**src/rtl/fetch_ctrl.sv**
```systemverilog
// fetch_ctrl: instruction-fetch sequencer.
// Owns the fetch PC and issues req/ack fetches to a variable-latency
// instruction memory. It presents pc_F/pc4_F/IR_F/valid_F to the D stage,
// honours the D-stage stall (stop) and applies D-stage redirects with a
// single branch delay slot. Wrong-path fetches are discarded.
//
// Ports:
//   clk, reset       clock, synchronous active-high reset
//   stop             D stalled: F outputs hold
//   redirect         D-stage control transfer taken (only with stop=0)
//   redirect_pc      control transfer target
//   im_req, im_addr  fetch request and word address (held until im_ack)
//   im_ack, im_rdata fetch completion and instruction word
//   pc_F, pc4_F      PC of the F instruction and PC+4
//   IR_F, valid_F    F instruction and its valid flag (0 = bubble)
module fetch_ctrl #(
  parameter logic [31:0] RESET_PC = 32'h0000_3000
) (
  input  logic        clk,
  input  logic        reset,
  input  logic        stop,
  input  logic        redirect,
  input  logic [31:0] redirect_pc,
  output logic        im_req,
  output logic [31:0] im_addr,
  input  logic        im_ack,
  input  logic [31:0] im_rdata,
  output logic [31:0] pc_F,
  output logic [31:0] pc4_F,
  output logic [31:0] IR_F,
  output logic        valid_F
);

  typedef enum logic {FETCH = 1'b0, HOLD = 1'b1} state_t;

  state_t      state, state_d;
  logic [31:0] fetch_pc, fetch_pc_d;
  logic [31:0] pend_pc, pend_pc_d;
  logic        pend_valid, pend_valid_d;
  logic        kill, kill_d;
  logic [31:0] buf_ir, buf_ir_d;
  logic [31:0] buf_pc, buf_pc_d;
  logic [31:0] pc_F_d, IR_F_d;
  logic        valid_F_d;

  logic complete;
  logic redir_ok;
  logic slot_in_f;

  assign im_req   = (state == FETCH) && !reset;
  assign im_addr  = fetch_pc;
  assign pc4_F    = pc_F + 32'd4;
  assign complete = im_req && im_ack;
  // A second redirect while one is still pending is ignored so the older
  // target wins.
  assign redir_ok = redirect && !pend_valid && !kill;
  // The delay slot has already been fetched: it sits in F or in the buffer,
  // so whatever the memory is working on is wrong-path.
  assign slot_in_f = (state == HOLD) || valid_F;

  always_comb begin
    state_d      = state;
    fetch_pc_d   = fetch_pc;
    pend_pc_d    = pend_pc;
    pend_valid_d = pend_valid;
    kill_d       = kill;
    buf_ir_d     = buf_ir;
    buf_pc_d     = buf_pc;
    pc_F_d       = pc_F;
    IR_F_d       = IR_F;
    valid_F_d    = valid_F;
    case (state)
      FETCH: begin
        if (complete && kill) begin
          // Wrong-path data: drop it and go fetch the saved target.
          kill_d       = 1'b0;
          fetch_pc_d   = pend_pc;
          pend_valid_d = 1'b0;
          if (!stop) valid_F_d = 1'b0;
        end else if (complete) begin
          if (redir_ok && slot_in_f) begin
            // Completing fetch is past the delay slot: discard it.
            fetch_pc_d   = redirect_pc;
            pend_valid_d = 1'b0;
            valid_F_d    = 1'b0;
          end else begin
            if (stop) begin
              buf_ir_d = im_rdata;
              buf_pc_d = fetch_pc;
              state_d  = HOLD;
            end else begin
              IR_F_d    = im_rdata;
              pc_F_d    = fetch_pc;
              valid_F_d = 1'b1;
            end
            if (redir_ok)        fetch_pc_d = redirect_pc;
            else if (pend_valid) fetch_pc_d = pend_pc;
            else                 fetch_pc_d = fetch_pc + 32'd4;
            pend_valid_d = 1'b0;
          end
        end else begin
          if (!stop) valid_F_d = 1'b0;
          if (redir_ok) begin
            pend_pc_d = redirect_pc;
            if (slot_in_f) kill_d = 1'b1;
            else           pend_valid_d = 1'b1;
          end
        end
      end
      HOLD: begin
        if (!stop) begin
          state_d = FETCH;
          if (redir_ok) begin
            // The buffered word follows the delay slot: drop it.
            fetch_pc_d = redirect_pc;
            valid_F_d  = 1'b0;
          end else begin
            IR_F_d    = buf_ir;
            pc_F_d    = buf_pc;
            valid_F_d = 1'b1;
          end
        end
      end
      default: state_d = FETCH;
    endcase
  end

  always_ff @(posedge clk) begin
    if (reset) begin
      state      <= FETCH;
      fetch_pc   <= RESET_PC;
      pend_valid <= 1'b0;
      kill       <= 1'b0;
      pc_F       <= RESET_PC;
      IR_F       <= 32'd0;
      valid_F    <= 1'b0;
    end else begin
      state      <= state_d;
      fetch_pc   <= fetch_pc_d;
      pend_valid <= pend_valid_d;
      kill       <= kill_d;
      pc_F       <= pc_F_d;
      IR_F       <= IR_F_d;
      valid_F    <= valid_F_d;
    end
  end

  // Pending target and skid buffer contents are qualified by pend_valid,
  // kill and state, so they need no reset.
  always_ff @(posedge clk) begin
    pend_pc <= pend_pc_d;
    buf_ir  <= buf_ir_d;
    buf_pc  <= buf_pc_d;
  end

  a_no_stacked_redirect: assert property (@(posedge clk) disable iff (reset)
    !(redirect && (pend_valid || kill)));

endmodule

```
**config.mk**
```make
export PLATFORM = sky130hd
export DESIGN_NAME = fetch_ctrl
export DESIGN_NICKNAME = d
export VERILOG_FILES = /design/src/rtl/fetch_ctrl.sv
export SDC_FILE = /design/constraint.sdc
export NUM_CORES = 1
export LEC_CHECK = 0
export ABC_AREA = 0
export BUFFER_PORTS_ARGS = -buffer_cell sky130_fd_sc_hd__buf_2
export CAP_MARGIN = 20
export CORE_AREA = 5 5 144 146
export CTS_CLUSTER_SIZE = 28
export DETAILED_ROUTE_END_ITERATION = 10
export DIE_AREA = 0 0 149 151
export HOLD_SLACK_MARGIN = 0.06
export PLACE_DENSITY = 0.84
export SLEW_MARGIN = 20
export SYNTH_ARGS = -nofsm -noshare
export SYNTH_HDL_FRONTEND = slang
export SYNTH_SLANG_ARGS = --single-unit
```
**constraint.sdc**
```tcl
create_clock -name clk -period 7.3 [get_ports clk]
set_input_delay 1.825 -clock clk [delete_from_list [all_inputs] [get_ports clk]]
set_output_delay 1.825 -clock clk [all_outputs]
set_load 0.05 [all_outputs]
```
==> impl_metrics.toml, run 1 <==
[run_status]
outcome = "finished, final reports clean"

[power_and_ir_drop]
power.total_mw = 2.72
p_per_area_nw_per_um2 = 244
ir_worst_vdd_mv = 0.151
leakage_nw = 4.02

[critical_path]
crit_path_start_kind = "flip-flop"
worstSetupEndpointType = "output port"
arrival_ns = 2.72
r2r_slack_ns = 4.17
critical-path-slowest-cell = "nor2_1"
crit_type = "reg -> out"
worstPathCellList = "ha_1 -> inv_1 -> nor2_1 -> nand3_1 -> nor4_1 -> xor2_1 -> buf_2"
cpPeakStageDelay_ns = 0.45
critPathRequiredTime_ns = 5.48
worstRegToRegCells = 6
critical-path-top-delay-family = "simple AND/OR/NAND/NOR gates"
r2r_end = "IR_F[19]"
crit_fanout = 7
reg2reg_from = "state"
crit_buf_inv = 2

[sta]
fmax_ghz = 0.220
worst_slew_pin_slew_ns = 0.898
finalSetupTns_ns = 0
slew_violations = 0
hold_viol = 0
clock_skew_ns = 0.0112
period_needed_ns = 4.55
final-setup-viol-count = 0
grt_setup_unrepaired = "no"
fin_crit_sh = 0.623
relSlewSlack = 0.396

[worst_hold_path]
min_path_cells = 0
holdPathEnd = "buf_pc[0]"
hold_path.class = "reg -> reg"
hp-start = "im_addr[0]"

[cells_and_area]
areaGrowthSynthToFinish_pct = 18.6
fillers = 1605
area.sequential_um2 = 4890
multiInputGateArea_um2 = 4200
drive_gt1_frac = 0.301
post-route-cell-area_um2 = 11200
nNetsFinal = 1106
post-route-util = 0.580

[placed_design]
globalplace.congestion = 0.909
dp_hpwl_um = 18400
io_buffers = 198
placement.cell_area_um2 = 10600

[global_route]
antenna_found_initial = 2
overflow = 0
grtUsageTotal = 0.222
grt_pass1_vias = 7323
grt_first_pass_wirelength_um = 39600
grt_max_degree = 75

[synthesis]
synth_warnings = 0
synth_edf_count = 96
syn_inst = 866
synthArstFlopShare = 0
ys_top_cells_by_area = "edfxtp_1 31%, dfxtp_1 21%, mux2i_1 7.0%"
ys_seq_area_frac = 0.519
synth_seq_cells = 196
synth_area_leader_cell = "edfxtp_1"
netlist_area_um2 = 9420
netlist.area_leader.share = 0.306
synth_flop_cell = "dfxtp_1"
syn_area_per_cell_um2 = 10.9
yosysUniqueCellTypes = 70
synth_nets = 937

[floorplanning]
core-area_um2 = 19300
die-area_um2 = 22500
row_count = 51
die_w_um = 149
pin_count = 199
die_height_um = 151
start_util = 0.489

[clock_tree]
root_buffer = "clkbuf_16"
cts_setup_buffers = 0
htreeDepth = 4
cts_max_path_buffers = 2
cts_tree = "done"
clk_latency_ns = 0.43
cts_hold_buf = 0
clock-sinks = 196
cts_made_buffers = 17
path_clk_slew_ns = 0.07
cts_resized = 0

[detailed_routing]
post_drt_wl_per_cell_um = 19.7
vias = 7824
ant_nets = 0
first_pass_iters = 5
first_iter_violations = 972
viasPerCell = 5.95
drc = 0
drt_wl_total_um = 25900

[flow_run]
max-cap-violations = 0
-- cells in the mapped netlist, types with 3 or more instances --
| cell type | n |
|---|---|
| a2bb2oi_1 | 3 |
| o211ai_1 | 7 |
| or3_1 | 4 |
| nor3_1 | 15 |
| buf_2 | 20 |
| a21oi_1 | 27 |
| nand3b_1 | 3 |
| inv_1 | 14 |
| dfxtp_1 | 100 |
| nor4_1 | 9 |
| edfxtp_1 | 96 |
| nand3_1 | 27 |
| and2_1 | 3 |
| a221oi_1 | 12 |
| a211oi_1 | 17 |
| nand2_1 | 42 |
| o32ai_1 | 5 |
| and3_1 | 6 |
| clkbuf_1 | 29 |
| a31o_2 | 3 |
| nor2_1 | 110 |
| buf_4 | 9 |
| o221ai_1 | 4 |
| a22o_1 | 3 |
| a211oi_2 | 52 |
| a221o_1 | 5 |
| xor2_1 | 13 |
| o21ai_0 | 35 |
| xnor2_1 | 24 |
| and4_1 | 9 |
| nand4_1 | 24 |
| a21o_1 | 4 |
| mux2_2 | 3 |
| a31oi_1 | 9 |
| a22oi_1 | 5 |
| mux2i_1 | 66 |
| nor2b_1 | 3 |
-- where the power goes --
part / leakage, nW / internal, mW / switching [mW] / total [mW]
clock network: 0.296 / 0.520 / 0.440 / 0.960
registers: 1.71 / 1.22 / 0.0663 / 1.28
logic: 2.01 / 0.134 / 0.344 / 0.478
total: 4.02 / 1.87 / 0.850 / 2.72
-- final cells by class --
cell class	count	area share
flip-flops and latches	196	0.437
multi-input cells	594	0.376
repair buffers	210	0.0969
clock buffers	17	0.0381
well taps	265	0.0297
clock inverters	15	0.0161
inverters	16	0.00537
diodes	3	0.000672
-- layer usage --
| metal | share of wire | GRT usage | vias up |
|---|---|---|---|
| met3 | 0.090 | 0.0500 | 55 |
| met4 | 0.028 | 0.0856 | 0 |
| met5 | 0 | 0 | - |
| li1 | - | - | 3644 |
| met1 | 0.41 | 0.303 | 3671 |
| met2 | 0.47 | 0.345 | 454 |
-- worst register-to-register path: stages (launching register included) --
cell and delay [ns]:
dfxtp_4 0.83, clkinv_1 0.57, and3_1 0.38, nor3_4 0.14, buf_4 0.67, nor2_1 0.18, a211oi_1 0.27
-- cell usage in the layout (no fill, tap or decap), types with 4 or more instances in the layout --
cell	count
a211oi_1	17
a211oi_2	52
a21o_1	4
a21oi_1	27
a221o_1	5
a221oi_1	12
a22oi_1	5
a31oi_1	9
and3_1	5
and4_1	9
buf_2	197
buf_4	13
clkbuf_16	17
dfxtp_1	99
edfxtp_1	96
inv_1	14
inv_6	6
mux2i_1	66
nand2_1	42
nand3_1	27
nand4_1	24
nor2_1	110
nor3_1	14
nor4_1	9
o211ai_1	7
o21ai_0	35
o221ai_1	4
o32ai_1	5
or3_1	4
xnor2_1	24
xor2_1	13
-- kinds of logic after synthesis --
| group | share of synthesized area |
|---|---|
| buffers and inverters | 0.0375 |
| AOI/OAI and AO/OA | 0.188 |
| xor gates and xnor gates | 0.0344 |
| DFF | 0.519 |
| muxes | 0.0737 |
| adders and majority gates | 0.00266 |
| and+or+nand+nor | 0.145 |
-- through the flow --
step	hold slack [ns]	cells	setup WS (ns)
floorplan	0.506	866	2.25
finish	0.510	1316	2.75
detailed placement	0.491	1281	2.68
global route	0.514	1315	2.52
CTS	0.508	1313	2.74
global placement	0.486	1281	2.79
-- state kept, by name, summed over array words and instances, names as in the netlist --
register    flops
buf_ir         32
im_addr        32
pend_pc        32
pc_F           32
pend_valid      1
valid_F         1
buf_pc         32
IR_F           32
kill            1
state           1
-- worst max-delay path by stage --
stage               cells past startpoint    start          end
finish                                  7  pc_F[2]    pc4_F[28]
global route                            7  pc_F[2]    pc4_F[28]
CTS                                     7  pc_F[2]    pc4_F[28]
detailed placement                      8    reset   im_addr[7]
global placement                        7    reset  im_addr[20]
floorplan                               4    reset   pend_pc[0]
No activity file was read; power rests on OpenSTA's default activity.
==> inputs of run 2 (changes only) <==
- clock period: 7.3 -> 4.3 ns (I/O delays scaled with it)
==> impl_metrics.toml, run 2 (synthesis results as in run 1) <==
[run_status]
outcome = "finished, final reports clean"

[sta]
worst_slew_pin_slew_ns = 1.01
final-setup-viol-count = 0
finalSetupTns_ns = 0
slew_violations = 0
grt_setup_unrepaired = "no"
period_needed_ns = 3.73
hold_viol = 0
clock_skew_ns = 0.0123
fin_crit_sh = 0.867
fin_ws_ns = 0.572
fin_hold_ws_ns = 0.497
fmax_ghz = 0.268
relSlewSlack = 0.326

[cells_and_area]
area.sequential_um2 = 4890
areaGrowthSynthToFinish_pct = 19.6
nNetsFinal = 1108
diodes = 0
layout_commonest_cell = "buf_2"
drive_gt1_frac = 0.301
post-route-cell-area_um2 = 11300
mostFrequentLayoutCells = "197 x buf_2, 110 x nor2_1, 99 x dfxtp_1, 96 x edfxtp_1, 66 x mux2i_1"
fin_cells = 1315
fillers = 1661
multiInputGateArea_um2 = 4200
post-route-util = 0.585

[detailed_routing]
drc = 0
first_iter_violations = 824
ant_nets = 0
first_pass_iters = 6
vias = 7866
drt_wl_total_um = 26000
post_drt_wl_per_cell_um = 19.7
viasPerCell = 5.98

[clock_tree]
root_buffer = "clkbuf_16"
clk_latency_ns = 0.43
clock-sinks = 196
htreeDepth = 4
cts_tree = "done"
cts_hold_buf = 0
cts_setup_buffers = 0
cts_made_buffers = 17
path_clk_slew_ns = 0.07
cts_resized = 0
cts_max_path_buffers = 2

[power_and_ir_drop]
power.total_mw = 4.80
switchingPower_mw = 1.43
ir_worst_vdd_mv = 0.265
switching_share = 0.298
leakage_nw = 4.07
pwr-share-clk = 0.376
power.share.sequential = 0.455
p_per_area_nw_per_um2 = 426
intPower_mw = 3.37
comb_power_share = 0.169

[critical_path]
crit_path_start_kind = "flip-flop"
crit_type = "reg -> out"
cpPeakStageDelay_ns = 0.63
worstPathCellList = "nand4_1 -> nor4_2 -> nand2_1 -> nor2_1 -> xor2_1 -> buf_2"
crit_fanout = 7
arrival_ns = 2.65
critPathRequiredTime_ns = 3.22
crit_buf_inv = 1
worstSetupEndpointType = "output port"
critical-path-slowest-cell = "nor4_2"
r2r_slack_ns = 1.26
critical-path-top-delay-family = "simple AND/OR/NAND/NOR gates"

[placed_design]
dp_hpwl_um = 18400
io_buffers = 198
place_ws_ns = 0.943
placement.cell_area_um2 = 10600
dp.cells = 1283
globalplace.congestion = 0.921

[global_route]
overflow = 0
grt_max_degree = 125
grtUsageTotal = 0.226
antenna_found_initial = 0
grt_pass1_vias = 7451
grt_first_pass_wirelength_um = 40400

[floorplanning]
die_w_um = 149
die-area_um2 = 22500
die_height_um = 151
row_count = 51
start_util = 0.489
pin_count = 199
core-area_um2 = 19300

[worst_hold_path]
hold_path.class = "reg -> reg"

[flow_run]
max-cap-violations = 0
run 2: cell type report:
class | instances | share of cell area
Sequential cell | 196 | 0.434
Timing Repair Buffer | 212 | 0.0986
Inverter | 16 | 0.00533
Clock buffer | 18 | 0.0390
Tap cell | 265 | 0.0294
Multi-Input combinational cell | 594 | 0.373
Clock inverter | 14 | 0.0209
run 2: per-layer routing:
layer | GRT usage | vias to the layer above | routed length [um]
li1 | - | 3632 | -
met4 | 0.0966 | 0 | 843
met3 | 0.0440 | 79 | 2120
met2 | 0.352 | 438 | 12100
met5 | 0 | - | 0
met1 | 0.310 | 3717 | 10900
run 2: worst register-to-register path, delay by kind of cell (launching register included):
kind                   cells  cell delay (ns)
flip-flops                 1             0.85
buffers and inverters      2             1.03
AO/OA/AOI/OAI              1             0.22
AND/OR/NAND/NOR            3             0.86
run 2: power by group through the flow:
stage	logic, mW	clock network [mW]	registers [mW]
final	0.814	1.80	2.18
after detailed placement	0.808	0	2.22
after global placement	0.796	0	2.22
after floorplan	0.412	0	2.38
after global routing	0.863	1.91	2.20
after CTS	0.813	1.83	2.18
run 2: path summary, 6_finish.rpt:
check,from,end,cells after the start
worst max-delay path,pc_F[4],pc4_F[31],6
worst min-delay path,IR_F[15],IR_F[15],2
worst max register to register,state,pc_F[3],6
worst min register to register,IR_F[15],IR_F[15],2
==> inputs of run 3 (changes only) <==
- CELL_PAD_IN_SITES_DETAIL_PLACEMENT: unset -> 2
- CELL_PAD_IN_SITES_GLOBAL_PLACEMENT: unset -> 2
- CORE_AREA: 5 5 144 146 -> 5 5 171 173
- DIE_AREA: 0 0 149 151 -> 0 0 176 178
- PLACE_DENSITY: 0.84 -> 0.9
==> impl_metrics.toml, run 3 (synthesis results as in run 1) <==
[clock_tree]
cts_setup_buffers = 0
cts_max_path_buffers = 2
clock-sinks = 196
cts_hold_buf = 0
cts_tree = "done"
cts_made_buffers = 17
cts_resized = 0
htreeDepth = 4
root_buffer = "clkbuf_16"
clk_latency_ns = 0.45
path_clk_slew_ns = 0.07

[power_and_ir_drop]
power.total_mw = 4.67
leakage_nw = 4.03
p_per_area_nw_per_um2 = 414
ir_worst_vdd_mv = 0.232

[critical_path]
crit_type = "reg -> out"
crit_path_start_kind = "flip-flop"
crit_fanout = 7
arrival_ns = 2.79
r2r_slack_ns = 1.10
worstSetupEndpointType = "output port"
critPathRequiredTime_ns = 3.22

[cells_and_area]
nNetsFinal = 1109
post-route-util = 0.411
drive_gt1_frac = 0.300
mostFrequentLayoutCells = "197 x buf_2, 110 x nor2_1, 99 x dfxtp_1, 96 x edfxtp_1, 66 x mux2i_1"
layout_commonest_cell = "buf_2"
post-route-cell-area_um2 = 11300
areaGrowthSynthToFinish_pct = 19.9

[sta]
slew_violations = 0
fin_hold_ws_ns = 0.512
grt_setup_unrepaired = "no"
fmax_ghz = 0.259
finalSetupTns_ns = 0
clock_skew_ns = 0.0108
worst_slew_pin_slew_ns = 1.09
hold_viol = 0
period_needed_ns = 3.86
relSlewSlack = 0.265
fin_crit_sh = 0.898
final-setup-viol-count = 0

[global_route]
grt_pass1_vias = 8682
antenna_found_initial = 2
grtUsageTotal = 0.215
overflow = 0
grt_first_pass_wirelength_um = 52400
grt_max_degree = 89

[detailed_routing]
first_iter_violations = 843
vias = 8142
ant_nets = 0
post_drt_wl_per_cell_um = 24.8
drt_wl_total_um = 34700
first_pass_iters = 7
drc = 0
viasPerCell = 5.82

[floorplanning]
die_height_um = 178
die-area_um2 = 31300
pin_count = 199
core-area_um2 = 27500
die_w_um = 176
row_count = 61
start_util = 0.343

[placed_design]
placement.cell_area_um2 = 10700
dp_hpwl_um = 24200
io_buffers = 198
globalplace.congestion = 0.887

[run_status]
outcome = "finished, final reports clean"

[flow_run]
max-cap-violations = 0

[worst_hold_path]
hold_path.class = "reg -> reg"
==> run 3: metal layers <==
metal | wire length, um | up-vias | track usage
li1 | - | 3633 | -
met1 | 14200 | 4131 | 0.274
met2 | 17400 | 316 | 0.365
met3 | 2030 | 62 | 0.0382
met4 | 1070 | 0 | 0.0890
met5 | 0 | - | 0
==> run 3: layout make-up <==
type | instances | area [um^2]
inverters | 16 | 60.1
diodes | 2 | 5.00
flip-flops and latches | 196 | 4890
repair buffers | 213 | 1120
clock buffers | 19 | 433
multi-input cells | 594 | 4200
well taps | 346 | 433
fillers | 2926 | 16200
clock inverters | 13 | 151
==> run 3: final timing paths <==
path,from,endpoint,cells after the start
max,pc_F[4],pc4_F[31],6
min,IR_F[17],IR_F[17],2
max reg2reg,state,pc_F[15],6
min reg2reg,IR_F[17],IR_F[17],2
==> run 3: worst max-delay path: stages (launching register included) <==
cell and delay [ns]:
dfxtp_1 0.47, nand4_1 0.21, nor4_2 0.62, nand2_1 0.21
nor2_1 0.34, xor2_1 0.18, buf_2 0.31
==> run 3: report_power, final <==
group	total, mW	switching [mW]	leakage (nW)	internal, mW
sequential	2.20	0.131	1.71	2.07
combinational	0.846	0.617	2.03	0.229
clock	1.62	0.755	0.290	0.869
==> run 3: stage by stage <==
stage	instances	worst slack [ns]
after floorplan	866	0.596
after global placement	1365	0.954
after detailed placement	1365	0.858
after CTS	1397	0.351
after global routing	1399	0.188
final	1399	0.436
